`config.mk`:
```
export PLATFORM = sky130hd
export DESIGN_NAME = syn_gpu_job_dispatch
export DESIGN_NICKNAME = d
export VERILOG_FILES = /design/src/rtl/syn_gpu_job_dispatch.sv
export SDC_FILE = /design/constraint.sdc
export NUM_CORES = 1
export LEC_CHECK = 0
export ABC_AREA = 1
export BUFFER_PORTS_ARGS = -buffer_cell sky130_fd_sc_hd__buf_2
export CAP_MARGIN = 20
export CORE_UTILIZATION = 50
export CTS_CLUSTER_DIAMETER = 120
export DETAILED_ROUTE_END_ITERATION = 12
export HOLD_SLACK_MARGIN = 0.05
export PLACE_DENSITY = 0.73
export SETUP_SLACK_MARGIN = 0.5
export SYNTH_ARGS = -nofsm -noshare
export SYNTH_HDL_FRONTEND = slang
export SYNTH_SLANG_ARGS = --single-unit
```
`constraint.sdc`:
```
create_clock -name clk_ir -period 19.65 [get_ports clk_ir]
set_clock_uncertainty 0.15 [all_clocks]
set_input_delay 1.965 -clock clk_ir [delete_from_list [all_inputs] [get_ports clk_ir]]
set_output_delay 1.965 -clock clk_ir [all_outputs]
set_load 0.03 [all_outputs]
```
`src/rtl/syn_gpu_job_dispatch.sv`:
```
// rtl/syn_gpu_job_dispatch.sv - GPU job queue and draw-engine dispatcher behind a local-bus register file
//
// Purpose: jobs are assembled in a staging buffer (JOB_BFFR_1..7) and pushed into a FIFO by
// a JOB_BFFR_0 write carrying the target engine index. An FSM pops one job at a time, pulses
// the engine's start line, and waits for that engine's busy flag to rise and then fall.
// Optional feature: define SYN_GPU_JOB_TIMEOUT_EN to abort WAIT_DONE after 0xFFFF cycles
// and flag STATUS.timeout.
//
// Ports:
//   clk_ir, rst_sync_l        clock, synchronous active-low reset
//   lb_wr_en/lb_rd_en         local-bus strobes; lb_addr, lb_wr_data request fields
//   lb_wr_valid/lb_rd_valid   registered acks; lb_rd_data registered read data
//   eng_job_start             one-hot start pulse per engine
//   eng_job_data              job words 1..7 of the issued job
//   eng_busy                  per-engine busy flags
//   eng_sel, eng_sel_vld      engine owning the pixel path, and its qualifier
module syn_gpu_job_dispatch #(
  parameter int P_NUM_ENG    = 2,
  parameter int P_FIFO_DEPTH = 4
) (
  input  logic                 clk_ir,
  input  logic                 rst_sync_l,
  input  logic                 lb_wr_en,
  input  logic                 lb_rd_en,
  input  logic [7:0]           lb_addr,
  input  logic [31:0]          lb_wr_data,
  output logic                 lb_wr_valid,
  output logic                 lb_rd_valid,
  output logic [31:0]          lb_rd_data,
  output logic [P_NUM_ENG-1:0] eng_job_start,
  output logic [111:0]         eng_job_data,
  input  logic [P_NUM_ENG-1:0] eng_busy,
  output logic [1:0]           eng_sel,
  output logic                 eng_sel_vld
);
  localparam int AW = $clog2(P_FIFO_DEPTH);
  localparam logic [AW:0] DEPTH_C = (AW+1)'(P_FIFO_DEPTH);

  typedef enum logic [1:0] {IDLE, ISSUE, WAIT_ACK, WAIT_DONE} state_t;

  state_t         state_q, state_d;
  logic           gpu_en_q;
  logic [15:0]    stage_q [1:7];
  logic [113:0]   fifo_q [P_FIFO_DEPTH];
  logic [AW-1:0]  wr_ptr_q, rd_ptr_q;
  logic [AW:0]    count_q;
  logic           ovf_q, bad_eng_q, rd_status_q;
  logic [1:0]     eng_q;
  logic [111:0]   job_data_q;
  logic           ack_cnt_q, ack_cnt_d;
  logic           wr_valid_q, rd_valid_q;
  logic [31:0]    rd_data_q;

  logic [111:0]   stage_flat;
  logic [3:0]     busy_ext;
  logic [113:0]   head;
  logic           empty, full, pop, wr_ctrl, flush, push_req, bad_push, do_push, ovf_set;
  logic           tmo_hit, tmo_flag;
  logic [31:0]    rd_mux;
  logic [15:0]    status;
  logic           unused_wr_hi;

  assign unused_wr_hi = ^lb_wr_data[31:16];

  assign empty    = (count_q == '0);
  assign full     = (count_q == DEPTH_C);
  assign head     = fifo_q[rd_ptr_q];
  assign wr_ctrl  = lb_wr_en && (lb_addr == 8'h00);
  assign flush    = wr_ctrl && lb_wr_data[1];
  assign push_req = lb_wr_en && (lb_addr == 8'h08) && !flush;
  assign bad_push = push_req && ({30'd0, lb_wr_data[1:0]} >= 32'(P_NUM_ENG));
  // A pop on the same edge frees a slot, so a push into a full FIFO is still accepted.
  assign do_push  = push_req && !bad_push && (!full || pop);
  assign ovf_set  = push_req && !bad_push && full && !pop;

  always_comb begin
    busy_ext = '0;
    busy_ext[P_NUM_ENG-1:0] = eng_busy;
    stage_flat = '0;
    for (int k = 1; k < 8; k++) stage_flat[16*(k-1) +: 16] = stage_q[k];
  end

`ifdef SYN_GPU_JOB_TIMEOUT_EN
  logic [15:0] tmo_cnt_q;
  logic        timeout_q;
  // The counter reaches 0xFFFF on the same edge the FSM leaves WAIT_DONE.
  assign tmo_hit  = (state_q == WAIT_DONE) && (tmo_cnt_q == 16'hFFFE);
  assign tmo_flag = timeout_q;
  always_ff @(posedge clk_ir) begin
    if (!rst_sync_l || state_q != WAIT_DONE) tmo_cnt_q <= '0;
    else                                      tmo_cnt_q <= tmo_cnt_q + 16'd1;
    if (!rst_sync_l) timeout_q <= 1'b0;
    else             timeout_q <= tmo_hit | (timeout_q & ~rd_status_q);
  end
`else
  assign tmo_hit  = 1'b0;
  assign tmo_flag = 1'b0;
`endif

  always_comb begin
    state_d   = state_q;
    ack_cnt_d = ack_cnt_q;
    pop       = 1'b0;
    case (state_q)
      IDLE: if (gpu_en_q && !empty && !busy_ext[head[113:112]]) begin
        state_d = ISSUE;
        pop     = 1'b1;
      end
      ISSUE: begin
        state_d   = WAIT_ACK;
        ack_cnt_d = 1'b0;
      end
      // Give up waiting for busy after two cycles so zero-length jobs do not hang.
      WAIT_ACK: if (busy_ext[eng_q] || ack_cnt_q) state_d = WAIT_DONE;
                else                              ack_cnt_d = 1'b1;
      WAIT_DONE: if (!busy_ext[eng_q] || tmo_hit) state_d = IDLE;
      default: state_d = IDLE;
    endcase
  end

  assign status = {busy_ext, 1'b0, tmo_flag, bad_eng_q, ovf_q, 5'(count_q), full, empty,
                   state_q != IDLE};

  always_comb begin
    rd_mux = 32'hDEADBABE;
    if (lb_addr == 8'h00)      rd_mux = {31'd0, gpu_en_q};
    else if (lb_addr == 8'h01) rd_mux = {16'd0, status};
    else if (lb_addr == 8'h08) rd_mux = '0;
    for (int k = 1; k < 8; k++)
      if (lb_addr == 8'(8 + k)) rd_mux = {16'd0, stage_q[k]};
  end

  always_ff @(posedge clk_ir) begin
    if (rst_sync_l && do_push) fifo_q[wr_ptr_q] <= {lb_wr_data[1:0], stage_flat};
  end

  always_ff @(posedge clk_ir) begin
    if (!rst_sync_l) begin
      state_q     <= IDLE;
      ack_cnt_q   <= 1'b0;
      gpu_en_q    <= 1'b0;
      for (int k = 1; k < 8; k++) stage_q[k] <= '0;
      wr_ptr_q    <= '0;
      rd_ptr_q    <= '0;
      count_q     <= '0;
      ovf_q       <= 1'b0;
      bad_eng_q   <= 1'b0;
      rd_status_q <= 1'b0;
      eng_q       <= '0;
      job_data_q  <= '0;
      wr_valid_q  <= 1'b0;
      rd_valid_q  <= 1'b0;
      rd_data_q   <= '0;
    end else begin
      state_q   <= state_d;
      ack_cnt_q <= ack_cnt_d;
      if (wr_ctrl) gpu_en_q <= lb_wr_data[0];
      for (int k = 1; k < 8; k++)
        if (lb_wr_en && lb_addr == 8'(8 + k)) stage_q[k] <= lb_wr_data[15:0];
      if (flush) begin
        wr_ptr_q <= '0;
        rd_ptr_q <= '0;
        count_q  <= '0;
      end else begin
        if (do_push) wr_ptr_q <= wr_ptr_q + 1'b1;
        if (pop)     rd_ptr_q <= rd_ptr_q + 1'b1;
        case ({do_push, pop})
          2'b10:   count_q <= count_q + 1'b1;
          2'b01:   count_q <= count_q - 1'b1;
          default: count_q <= count_q;
        endcase
      end
      if (pop) begin
        eng_q      <= head[113:112];
        job_data_q <= head[111:0];
      end
      // Sticky bits clear one cycle after the STATUS read ack; a new set event wins.
      rd_status_q <= lb_rd_en && (lb_addr == 8'h01);
      ovf_q       <= ovf_set  | (ovf_q & ~rd_status_q);
      bad_eng_q   <= bad_push | (bad_eng_q & ~rd_status_q);
      wr_valid_q  <= lb_wr_en;
      rd_valid_q  <= lb_rd_en;
      rd_data_q   <= lb_rd_en ? rd_mux : '0;
    end
  end

  always_comb begin
    eng_job_start = '0;
    for (int e = 0; e < P_NUM_ENG; e++)
      eng_job_start[e] = rst_sync_l && (state_q == ISSUE) && (eng_q == 2'(e));
  end

  assign lb_wr_valid  = rst_sync_l && wr_valid_q;
  assign lb_rd_valid  = rst_sync_l && rd_valid_q;
  assign lb_rd_data   = rst_sync_l ? rd_data_q : '0;
  assign eng_job_data = rst_sync_l ? job_data_q : '0;
  assign eng_sel      = rst_sync_l ? eng_q : '0;
  assign eng_sel_vld  = rst_sync_l && (state_q != IDLE);
endmodule

```
==> impl_metrics.py <==
metrics = {
    "run_status": {
        "status": "completed",
    },
    "drt": {
        "dr.max_layer_used": "met5",
        "wl_met1_um": 27000,
        "num_vias": 19519,
        "vias_per_cell": 5.523,
        "first_iter_violations": 1995,
        "ant_nets": 0,
        "wirelength_um": 68600,
        "post_drt_wl_per_cell_um": 19.41,
        "drc": 0,
        "wl_met3_um": 6078,
        "first_pass_iters": 5,
        "wl_met2_um": 33100,
    },
    "sta": {
        "period_share_pct": 30.89,
        "fin_crit_ns": 6.069,
        "rsz0062_at_grt": "no",
        "relSlewSlack_pct": 25.80,
        "fin_hold_ws_ns": 0.3142,
        "setup_viol": 0,
        "finalHoldViolCount": 0,
        "drv_slew": 0,
        "setup_tns_ns": 0,
        "tightest_slew_ns": 1.105,
        "clock.fmax_mhz": 164.8,
    },
    "logic_synthesis": {
        "synth_area_um2": 28370,
        "synth-seq-cells": 717,
        "yosysUniqueCellTypes": 37,
        "yosys_warnings": 0,
        "ys_seq_area_share_pct": 70.62,
        "synth_cells": 2599,
        "avgSynthCellArea_um2": 10.92,
    },
    "floorplan": {
        "initial_core_util_pct": 51.01,
        "core-area_um2": 55630,
        "die_area_um2": 57710,
        "rows": 86,
        "fp.dieH_um": 240.2,
        "die_w_um": 240.2,
        "num_io_pins": 197,
    },
    "placed_design": {
        "gp_congestion": 0.9483,
        "placed_area_um2": 29710,
        "hpwl_um": 42490,
        "dp_cells": 3395,
        "place.port_buffers": 175,
    },
    "power_and_ir_drop": {
        "irDropWorstVdd_uv": 79.78,
        "pwr_density_cell_nw_per_um2": 98.33,
        "power.leakage_nw": 12.55,
    },
    "setup_path": {
        "path_buf_inv": 5,
        "cp_slowest_stage_delay_ns": 0.87,
        "r2r_end": "count_q[1]",
        "slowest_stage": "buf_4",
        "critPathCaptureType": "output port",
        "cp-start-kind": "input pin",
        "critPathMaxFanout": 95,
        "crit_required_ns": 17.53,
        "crit_type": "input pin to output port",
        "rrSetupSlack_ns": 14.98,
        "critPathTopFamily": "buffers and inverters",
        "r2r_cells": 13,
        "crit_arrival_ns": 3.95,
        "cp_common_cell": "buf_4",
        "crit_chain": "buf_4 > buf_4 > buf_4 > nand2_1 > inv_1 > buf_2",
    },
    "hold_path": {
        "worstHoldStart": "rd_ptr_q[1]",
        "hold_depth": 2,
        "hold_path_class": "flip-flop to flip-flop",
    },
    "global_routing": {
        "antenna_found_initial": 6,
        "grt_pass1_vias": 18729,
        "overflow": 0,
        "grt_max_degree": 142,
        "grt_usage_pct": 23.87,
        "grt_pass1_wl_um": 103700,
    },
    "clock_tree": {
        "htree_levels": 3,
        "clk_latency_ns": 0.61,
        "post_cts_resized": 0,
        "cts_tree": "done",
        "clk_pin_slew_worst_paths_ns": 0.06,
        "numCtsBuffers": 73,
        "cts_sinks": 717,
        "ctsHoldBuffers": 0,
        "cts_setup_buffers": 0,
        "cts-root-buf": "clkbuf_16",
        "clockBufferDepth": 3,
    },
    "finish": {
        "layout.nets": 2778,
        "area_growth_pct": 13.55,
        "fin_area_um2": 32220,
        "fin_cells": 3534,
        "drive_gt1_share_pct": 12.80,
    },
    "flow_run": {
        "maxCapViolCount": 0,
    },
}
[worst min-delay path: stages, from the launching register on]
cell,delay (ns)
dfxtp_1,0.31
inv_1,0.05
a21oi_1,0.07
[report_power, final]
| group | switching [mW] | total, mW | internal, mW |
|---|---|---|---|
| sequential | 0.0241 | 1.68 | 1.65 |
| combinational | 0.0576 | 0.0732 | 0.0156 |
| clock | 0.570 | 1.42 | 0.850 |
[synth_stat cells]
library cell    n  area share, %
buf_4          17           0.45
nand2_1       498            6.6
inv_1         209            2.8
nor2_4          3           0.12
nor3_4          2           0.11
o21ai_2         1          0.031
and2_1          1          0.022
buf_6           5           0.20
clkinv_1        2          0.026
ha_1            9           0.40
or2_0           8           0.18
or4_1           1          0.026
nor3_2          2          0.071
or2_2           9           0.20
nor3_1          9           0.16
inv_2           6          0.079
conb_1          1          0.013
nand3_2         1          0.035
fa_1            1          0.071
nand2_2         3          0.066
edfxtp_1      568             60
a21oi_1       135            2.4
nand3_4         1          0.062
buf_2          35           0.62
xor2_1          2          0.062
nor2_1        396            5.2
clkbuf_1       97            1.3
o21ai_1         1          0.018
o22ai_1       112            2.5
nor4_1          2          0.044
nand4_1        12           0.26
buf_1           3          0.040
nand3_1        37           0.65
o21ai_0       256            4.5
dfxtp_1       149             11
nand3b_1        3          0.079
nor2_2          2          0.044
[state kept, by name, summed over array words and instances (netlist names), named ones only]
register	cells
gpu_en_q	1
rd_valid_q	1
fifo_q	456
bad_eng_q	1
stage_q	112
rd_data_q	17
rd_status_q	1
ack_cnt_q	1
job_data_q	112
count_q	3
wr_valid_q	1
state_q	2
eng_q	2
ovf_q	1
wr_ptr_q	2
rd_ptr_q	2
[worst max-delay path by stage]
stage	startpoint	end	cells past startpoint
floorplan	lb_addr[7]	fifo_q[0][0]	7
global placement	rst_sync_l	lb_rd_data[16]	6
detailed placement	rst_sync_l	lb_rd_data[18]	6
CTS	rst_sync_l	lb_rd_data[18]	6
global route	rst_sync_l	lb_rd_data[28]	6
finish	rst_sync_l	lb_rd_data[18]	6
[per-stage QoR]
step           total power [mW]  setup slack (ns)  utilization (%)
6_report                  3.168             13.58            57.91
5_1_grt                   3.251             13.37            57.90
4_1_cts                   3.181             13.55            57.90
3_5_place_dp              1.778             13.55            53.40
3_3_place_gp              1.774             13.59            53.40
2_1_floorplan             1.740             11.20                -
[metal layers]
| layer | up-vias | GRT usage, % |
|---|---|---|
| met1 | 9474 | 30.52 |
| met5 | - | 0 |
| met4 | 2 | 9.593 |
| met2 | 831 | 40.04 |
| met3 | 154 | 4.558 |
| li1 | 9058 | - |
[cell families after synthesis]
family / after synthesis / synth area share [%]
flip-flops: 717 / 70.62
other: 1 / 0.01322
AO/OA/AOI/OAI: 505 / 9.414
adder cells (fa/ha/maj): 10 / 0.4674
buffers and inverters: 374 / 5.459
XOR/XNOR: 2 / 0.06175
AND/OR/NAND/NOR: 990 / 13.96
[area by class of cell]
cell class	count	area, µm²
fill	4485	23410
sequential	717	20040
multi-input combinational	1512	6832
clock buffer	101	2158
timing repair buffer	201	1074
tap	748	935.9
inverter	217	823.3
clock inverter	34	341.6
antenna	4	10.01
[layout by cell type, fill, tap and decap left out, types with 5 or more instances in the layout]
master and instances:
edfxtp_1 568, nand2_1 498, nor2_1 392, o21ai_0 249, inv_1 207, buf_2 174
dfxtp_1 147, a21oi_1 135, o22ai_1 112, clkbuf_16 78, nand3_1 37, buf_4 27
clkinv_2 13, nand4_1 12, clkbuf_8 12, clkbuf_1 11, clkinv_1 9, nor3_1 9
or2_2 9, ha_1 9, o21ai_1 8, or2_0 8, nor2_4 7, bufinv_16 6
inv_2 5, conb_1 5
Note: power is estimated with default switching activity, not from simulation.
